## config.mk

```make
export PLATFORM = sky130hd
export DESIGN_NAME = alu_seq
export DESIGN_NICKNAME = d
export VERILOG_FILES = /design/src/rtl/alu_seq.sv
export SDC_FILE = /design/constraint.sdc
export NUM_CORES = 1
export LEC_CHECK = 0
export ABC_AREA = 1
export CAP_MARGIN = 5
export CORE_ASPECT_RATIO = 0.6
export CORE_UTILIZATION = 49
export CTS_BUF_LIST = sky130_fd_sc_hd__clkbuf_4
export DETAILED_ROUTE_END_ITERATION = 10
export MAX_ROUTING_LAYER = met4
export PLACE_DENSITY = 0.77
export SETUP_SLACK_MARGIN = 0.1
export SLEW_MARGIN = 30
export SYNTH_ARGS = -nofsm -noshare
export SYNTH_HDL_FRONTEND = slang
export SYNTH_SLANG_ARGS = --single-unit
```

## constraint.sdc

```tcl
create_clock -name clk_in -period 1.5 [get_ports clk_in]
set_input_delay 0.3 -clock clk_in [delete_from_list [all_inputs] [get_ports clk_in]]
set_output_delay 0.3 -clock clk_in [all_outputs]
set_load 0.01 [all_outputs]
```

## src/rtl/alu_seq.sv

```systemverilog
// alu_seq: sequential ALU with a valid/ready handshake on both sides.
// Shifts take one cycle per bit position; every other op completes in one cycle.
// Build option: define ALU_SEQ_FLAGS_EN to get the {N,Z,C,V} flag logic;
// without it, flags is tied to zero and no flag hardware is built.
module alu_seq #(
  parameter int WIDTH = 8
) (
  input  logic             clk_in,
  input  logic             rst_n_in,
  input  logic             in_valid,
  output logic             in_ready,
  input  logic [3:0]       op,
  input  logic [WIDTH-1:0] param1,
  input  logic [WIDTH-1:0] param2,
  output logic             out_valid,
  input  logic             out_ready,
  output logic [WIDTH-1:0] result,
  output logic [3:0]       flags
);

  localparam int SHW = $clog2(WIDTH);

  localparam logic [3:0] OP_PASSB = 4'd1;
  localparam logic [3:0] OP_ADD   = 4'd2;
  localparam logic [3:0] OP_SUB   = 4'd3;
  localparam logic [3:0] OP_AND   = 4'd4;
  localparam logic [3:0] OP_OR    = 4'd5;
  localparam logic [3:0] OP_XOR   = 4'd6;
  localparam logic [3:0] OP_NAND  = 4'd7;
  localparam logic [3:0] OP_SHL   = 4'd8;
  localparam logic [3:0] OP_SHR   = 4'd9;
  localparam logic [3:0] OP_INC   = 4'd10;
  localparam logic [3:0] OP_DEC   = 4'd11;
  localparam logic [3:0] OP_CMP   = 4'd12;
  localparam logic [3:0] OP_ZERO  = 4'd13;
  localparam logic [3:0] OP_NOP0  = 4'd14;
  localparam logic [3:0] OP_NOP1  = 4'd15;

  typedef enum logic [1:0] {S_IDLE, S_SHIFT, S_DONE} state_t;

  state_t           state_q, state_d;
  logic [SHW-1:0]   cnt_q;
  logic [WIDTH-1:0] result_q;
  logic [WIDTH-1:0] sh_q, sh_nxt;
  logic             left_q;
  logic [WIDTH-1:0] alu_res;
  logic             accept, is_shift, amt_nz, last_step;

  assign in_ready  = (state_q == S_IDLE) && rst_n_in;
  assign out_valid = (state_q == S_DONE);
  assign accept    = in_valid && in_ready;
  assign is_shift  = (op == OP_SHL) || (op == OP_SHR);
  assign amt_nz    = |param2[SHW-1:0];
  assign last_step = (state_q == S_SHIFT) && (cnt_q == SHW'(1));
  assign result    = result_q;

  // State register; reset abandons any operation in flight.
  always_ff @(posedge clk_in or negedge rst_n_in) begin
    if (!rst_n_in) state_q <= S_IDLE;
    else           state_q <= state_d;
  end

  // Next-state logic: the DONE state refuses new work, so at most one op per two cycles.
  always_comb begin
    state_d = state_q;
    case (state_q)
      S_IDLE:  if (accept) state_d = (is_shift && amt_nz) ? S_SHIFT : S_DONE;
      S_SHIFT: if (cnt_q == SHW'(1)) state_d = S_DONE;
      S_DONE:  if (out_ready) state_d = S_IDLE;
      default: state_d = S_IDLE;
    endcase
  end

  // Single-cycle result; shifts with a zero amount, cmp and nop all return A.
  always_comb begin
    alu_res = param1;
    case (op)
      OP_PASSB: alu_res = param2;
      OP_ADD:   alu_res = param1 + param2;
      OP_SUB:   alu_res = param1 - param2;
      OP_AND:   alu_res = param1 & param2;
      OP_OR:    alu_res = param1 | param2;
      OP_XOR:   alu_res = param1 ^ param2;
      OP_NAND:  alu_res = ~(param1 & param2);
      OP_INC:   alu_res = param1 + WIDTH'(1);
      OP_DEC:   alu_res = param1 - WIDTH'(1);
      OP_ZERO:  alu_res = '0;
      default:  alu_res = param1;
    endcase
  end

  // One bit position per SHIFT cycle in the captured direction.
  always_comb begin
    if (left_q) sh_nxt = {sh_q[WIDTH-2:0], 1'b0};
    else        sh_nxt = {1'b0, sh_q[WIDTH-1:1]};
  end

  // Shift operand and direction are captured on accept so later input changes are ignored.
  always_ff @(posedge clk_in) begin
    if (accept) begin
      sh_q   <= param1;
      left_q <= (op == OP_SHL);
    end else if (state_q == S_SHIFT) begin
      sh_q   <= sh_nxt;
    end
  end

  // Result and shift counter; the final shift step writes the result as it enters DONE.
  always_ff @(posedge clk_in or negedge rst_n_in) begin
    if (!rst_n_in) begin
      result_q <= '0;
      cnt_q    <= '0;
    end else if (accept) begin
      if (is_shift && amt_nz) cnt_q <= param2[SHW-1:0];
      else                    result_q <= alu_res;
    end else if (state_q == S_SHIFT) begin
      cnt_q <= cnt_q - SHW'(1);
      if (last_step) result_q <= sh_nxt;
    end
  end

`ifdef ALU_SEQ_FLAGS_EN
  logic [3:0]       flags_q, alu_flags;
  logic [WIDTH:0]   add_w, sub_w, inc_w, dec_w;
  logic [WIDTH-1:0] fsrc;
  logic             fc, fv, keep, sh_out;

  function automatic logic ovf_add(input logic [WIDTH-1:0] a, b, s);
    return (a[WIDTH-1] == b[WIDTH-1]) && (s[WIDTH-1] != a[WIDTH-1]);
  endfunction

  function automatic logic ovf_sub(input logic [WIDTH-1:0] a, b, d);
    return (a[WIDTH-1] != b[WIDTH-1]) && (d[WIDTH-1] != a[WIDTH-1]);
  endfunction

  assign add_w  = {1'b0, param1} + {1'b0, param2};
  assign sub_w  = {1'b0, param1} - {1'b0, param2};
  assign inc_w  = {1'b0, param1} + (WIDTH+1)'(1);
  assign dec_w  = {1'b0, param1} - (WIDTH+1)'(1);
  assign sh_out = left_q ? sh_q[WIDTH-1] : sh_q[0];
  assign flags  = flags_q;

  // Flags for single-cycle ops; the top bit of the extended sum/difference is carry/borrow.
  always_comb begin
    fsrc = alu_res;
    fc   = 1'b0;
    fv   = 1'b0;
    keep = 1'b0;
    case (op)
      OP_ADD: begin fc = add_w[WIDTH]; fv = ovf_add(param1, param2, add_w[WIDTH-1:0]); end
      OP_SUB: begin fc = sub_w[WIDTH]; fv = ovf_sub(param1, param2, sub_w[WIDTH-1:0]); end
      OP_INC: begin fc = inc_w[WIDTH]; fv = ovf_add(param1, WIDTH'(1), inc_w[WIDTH-1:0]); end
      OP_DEC: begin fc = dec_w[WIDTH]; fv = ovf_sub(param1, WIDTH'(1), dec_w[WIDTH-1:0]); end
      OP_CMP: begin
        fsrc = sub_w[WIDTH-1:0];
        fc   = sub_w[WIDTH];
        fv   = ovf_sub(param1, param2, sub_w[WIDTH-1:0]);
      end
      OP_NOP0, OP_NOP1: keep = 1'b1;
      default: ;
    endcase
    alu_flags = {fsrc[WIDTH-1], (fsrc == '0), fc, fv};
  end

  // Flags register, written alongside the result; nop leaves it untouched.
  always_ff @(posedge clk_in or negedge rst_n_in) begin
    if (!rst_n_in) begin
      flags_q <= '0;
    end else if (accept) begin
      if (!(is_shift && amt_nz) && !keep) flags_q <= alu_flags;
    end else if (last_step) begin
      flags_q <= {sh_nxt[WIDTH-1], (sh_nxt == '0), sh_out, 1'b0};
    end
  end
`else
  assign flags = 4'b0000;
`endif

endmodule

```

==> impl_metrics.tcl, run 1 <==
set metrics [dict create \
    yosys-top-cells-count "67 x nand2_1, 48 x inv_1, 35 x nor2_1, 35 x o21ai_0, 27 x ha_1" \
    clk_path_buf_depth 2 \
    status "aborted with a tool error" \
    root_buffer "clkbuf_4" \
    stop_error "[ERROR DPL-0038] Utilization greater than 100%, impossible to legalize" \
    fp.dieH_um 54.88 \
    io_pins 38 \
    lastStage "global routing (5_1_grt)" \
    clock_sinks 22 \
    yosys_register_bits 22 \
    synth-edff-count 9 \
    grt-worst-endpoint "result[6]$_DFFE_PN0P_/D" \
    dp_hpwl_mm 6.030 \
    htree_levels 1 \
    synth_area_leaders "ha_1 15%, dfrtp_1 14%, edfxtp_1 12%" \
    yosysMostFrequentCell "nand2_1" \
    syn_area_um2 2283 \
    yosysTopAreaCell "ha_1" \
    synth_top_area_share_pct 14.79 \
    yosys.cell_types.count 38 \
    die_x_um 90.13 \
    ys_async_sr_fraction_pct 59.09 \
    yosysWarnings 0 \
    ys_seq_area_share_pct 26.08 \
    syn-instance-count 332 \
    placedCellCount 497 \
    gp_congestion 0.9212 \
    place_area_um2 3338 \
    initial_core_util_pct 53.36 \
    synthFlopType "dfrtp_1" \
    io_buffers 33 \
    num_rows 18 \
    worstEpCategory "register input" \
    numCtsBuffers 3 \
    grt_max_degree 14 \
    avgSynthCellArea_um2 6.878 \
]
==> cell families after synthesis <==
family,Yosys count,share of synthesized area (%)
and+or+nand+nor,139,26.14
AOI/OAI and AO/OA,77,19.84
buffers and inverters,62,10.96
adders and majority gates,28,15.67
DFF,22,26.08
xor gates and xnor gates,3,1.151
other,1,0.1642
==> per-stage QoR <==
| step | utilization [%] | worst slack [ns] |
|---|---|---|
| 4_1_cts | 91.90 | -0.3681 |
| 3_5_place_dp | 78.01 | -1.363 |
| 3_3_place_gp | 78.01 | -1.266 |
| 2_1_floorplan | - | -0.5805 |
==> what timing repair did <==
action                                  in CTS
setup buffers                               27
resized for setup                          159
hold buffers                                 0
pin swaps                                   60
endpoints found under the setup margin      40
==> run 2, diff against run 1 <==
==> config.mk (replaced) <==
export PLATFORM = sky130hd
export DESIGN_NAME = alu_seq
export DESIGN_NICKNAME = d
export VERILOG_FILES = /design/src/rtl/alu_seq.sv
export SDC_FILE = /design/constraint.sdc
export NUM_CORES = 1
export LEC_CHECK = 0
export ABC_AREA = 1
export CAP_MARGIN = 5
export CORE_UTILIZATION = 34
export DETAILED_ROUTE_END_ITERATION = 10
export PLACE_DENSITY_LB_ADDON = 0.15
export SLEW_MARGIN = 30
export SYNTH_ARGS = -nofsm -noshare
export SYNTH_HDL_FRONTEND = slang
export SYNTH_SLANG_ARGS = --single-unit
==> constraint.sdc (replaced) <==
create_clock -name clk_in -period 2 [get_ports clk_in]
set_input_delay 0.4 -clock clk_in [delete_from_list [all_inputs] [get_ports clk_in]]
set_output_delay 0.4 -clock clk_in [all_outputs]
set_load 0.01 [all_outputs]
==> impl_metrics.tcl, run 2 <==
set metrics [dict create \
    status "complete, but fails checks" \
    violations "design-rule violations, negative setup slack" \
    num_rows 29 \
    root_buffer "clkbuf_8" \
    coreArea_um2 6422 \
    synth_top_area_share_pct 14.79 \
    synth_simple_gate_area_share_pct 26.14 \
    initial_core_util_pct 35.55 \
    gp_congestion 0.8673 \
    syn_area_um2 2283 \
    yosysTopAreaCell "ha_1" \
    layout_common_cells "85 x buf_4, 59 x nand2_1, 38 x inv_1, 31 x nor2_1, 21 x o21ai_0" \
    drt_iter0_drc 145 \
    clk_path_buf_depth 2 \
    ys_seq_area_share_pct 26.08 \
    ys_async_sr_fraction_pct 59.09 \
    grt_max_degree 14 \
    dp_hpwl_mm 5.635 \
    vias 2618 \
    gr-total-overflow 0 \
    fp.dieH_um 83.95 \
    rsz0062_at_grt "true" \
    grtUsageTotal_pct 21.00 \
    drt_wl_total_mm 7.312 \
    io_buffers 33 \
    grt_pass1_wl_mm 12.01 \
    worstSkewPairLatency_ns 0.26 \
    ctsHoldBuffers 0 \
    drive_gt1_share_pct 37.44 \
    hold_ws_ns 0.4799 \
    arrival_ns 2.36 \
    drc_errors 4 \
    synth_top_family_by_area "simple AND/OR/NAND/NOR gates" \
    finalHoldViolCount 0 \
    vdd_drop_max_mv 0.2233 \
    io_pins 38 \
    die_x_um 83.95 \
    avgRoutedWirePerCell_um 13.77 \
    synth-edff-count 9 \
    min_period_ns 2.209 \
    pwr_density_cell_nw_per_um2 556.7 \
    finClkSkew_ns 0.002841 \
    critPathMaxFanout 3 \
    yosysWarnings 0 \
    leakagePower_uw 0.001801 \
    place_ws_ns -1.002 \
    antenna_found_initial 0 \
    slew_violations 0 \
    finalSetupViolations 5 \
    yosysMostFrequentCell "nand2_1" \
    endpoint_kind "flop" \
    layout.cells.non_filler 531 \
    synth_xor_area_share_pct 1.151 \
    path_class "in2reg" \
    numCtsBuffers 3 \
    synthFlopType "dfrtp_1" \
    synth_area_leaders "ha_1 15%, dfrtp_1 14%, edfxtp_1 12%" \
    clock_sinks 22 \
    muxShareOfSynthArea_pct 0 \
    diodes 0 \
    avgSynthCellArea_um2 6.878 \
    start_kind "input pin" \
    synth_compound_area_share_pct 19.84 \
    fmaxAchievable_mhz 452.7 \
    required_ns 2.15 \
    clkTransAtPathRegs_ns 0.08 \
    cts_tree "yes" \
    period_share_pct 110.4 \
    tns_ns -0.6046 \
    yosys_register_bits 22 \
    yosys-top-cells-count "67 x nand2_1, 48 x inv_1, 35 x nor2_1, 35 x o21ai_0, 27 x ha_1" \
    nNetsFinal 507 \
    yosys.cell_types.count 38 \
    htree_levels 1 \
    grt_pass1_vias 2570 \
    fin_ws_ns -0.2088 \
    synthAdderAreaFrac_pct 15.67 \
    reg2reg_depth 7 \
    hold_path.class "in2async" \
    synthToLayoutAreaGrowth_pct 61.53 \
    die_area_um2 7048 \
    syn-instance-count 332 \
    placedCellCount 508 \
    first_pass_iters 8 \
    vias_per_cell 4.930 \
    final_common_cell "buf_4" \
    antenna_left 0 \
    cap_violations 0 \
]
run 2: cell counts after synthesis:
Identical to the previous run, type by type.
run 2: logic make-up after synthesis:
kind of cell / Yosys count
AND/OR/NAND/NOR: 139
buffers and inverters: 62
other: 1
adder cells (fa/ha/maj): 28
XOR/XNOR: 3
flip-flops: 22
AO/OA/AOI/OAI: 77
run 2: final timing paths:
kind | to | startpoint | slack [ns]
min in group clk_in | result[6]$_DFFE_PN0P_ | result[6]$_DFFE_PN0P_ | 0.52
max | result[7]$_DFFE_PN0P_ | param2[5] | -0.21
min reg2reg | result[6]$_DFFE_PN0P_ | result[6]$_DFFE_PN0P_ | 0.52
max reg2reg | sh_q[5]$_DFFE_PP_ | state_q[1]$_DFFE_PN0P_ | 0.37
min | cnt_q[2]$_DFFE_PN0P_ | rst_n_in | 0.48
max in group asynchronous | result[6]$_DFFE_PN0P_ | rst_n_in | 1.35
run 2: stage by stage:
stage               instance area (µm²)  total power, µW  util, %
finish                             3689             2053    57.43
global route                       3689             2204    57.43
CTS                                3577             1999    55.70
detailed placement                 3246             1632    50.54
global placement                   3246             1613    50.54
floorplan                          2337             1169        -
run 2: where the power goes:
part	switching [µW]	internal (µW)	total [µW]
logic	548	560	1110
registers	62.8	603	666
clock network	142	137	279
total	753	1300	2050
run 2: critical path, stage by stage:
cell and delay [ns]:
dlygate4sd2_1 0.26, nor2_2 0.18, nand3_1 0.11, xor2_1 0.15, nand2_1 0.07, nand2_2 0.06, ha_4 0.26, a21oi_1 0.18
nand2_1 0.07, o21bai_4 0.17, inv_1 0.05, nand3_1 0.08, nand3_1 0.11, nand2_1 0.07, nand2_1 0.09, a21oi_2 0.05
run 2: layout make-up:
type	count	area, µm²
fill	570	2734
multi-input combinational	251	1719
timing repair buffer	122	1013
sequential	22	595.6
inverter	55	219.0
tap	77	96.34
clock buffer	3	41.29
clock inverter	1	3.754
run 2: repair_timing:
item | CTS | global route
pin swaps | 38 | 18
gates resized for setup | 92 | 23
setup buffers | 15 | 5
setup endpoints to repair | 9 | 10
run 2: metal layers:
layer  routed length (µm)  track usage [%]  vias up
li1                     -                -     1347
met1                 3446            27.49     1189
met2                 3531            37.63       71
met3                  238            1.385       11
met4                   95            4.702        0
met5                    0                0        -
Power figures use the tool's default switching activity.
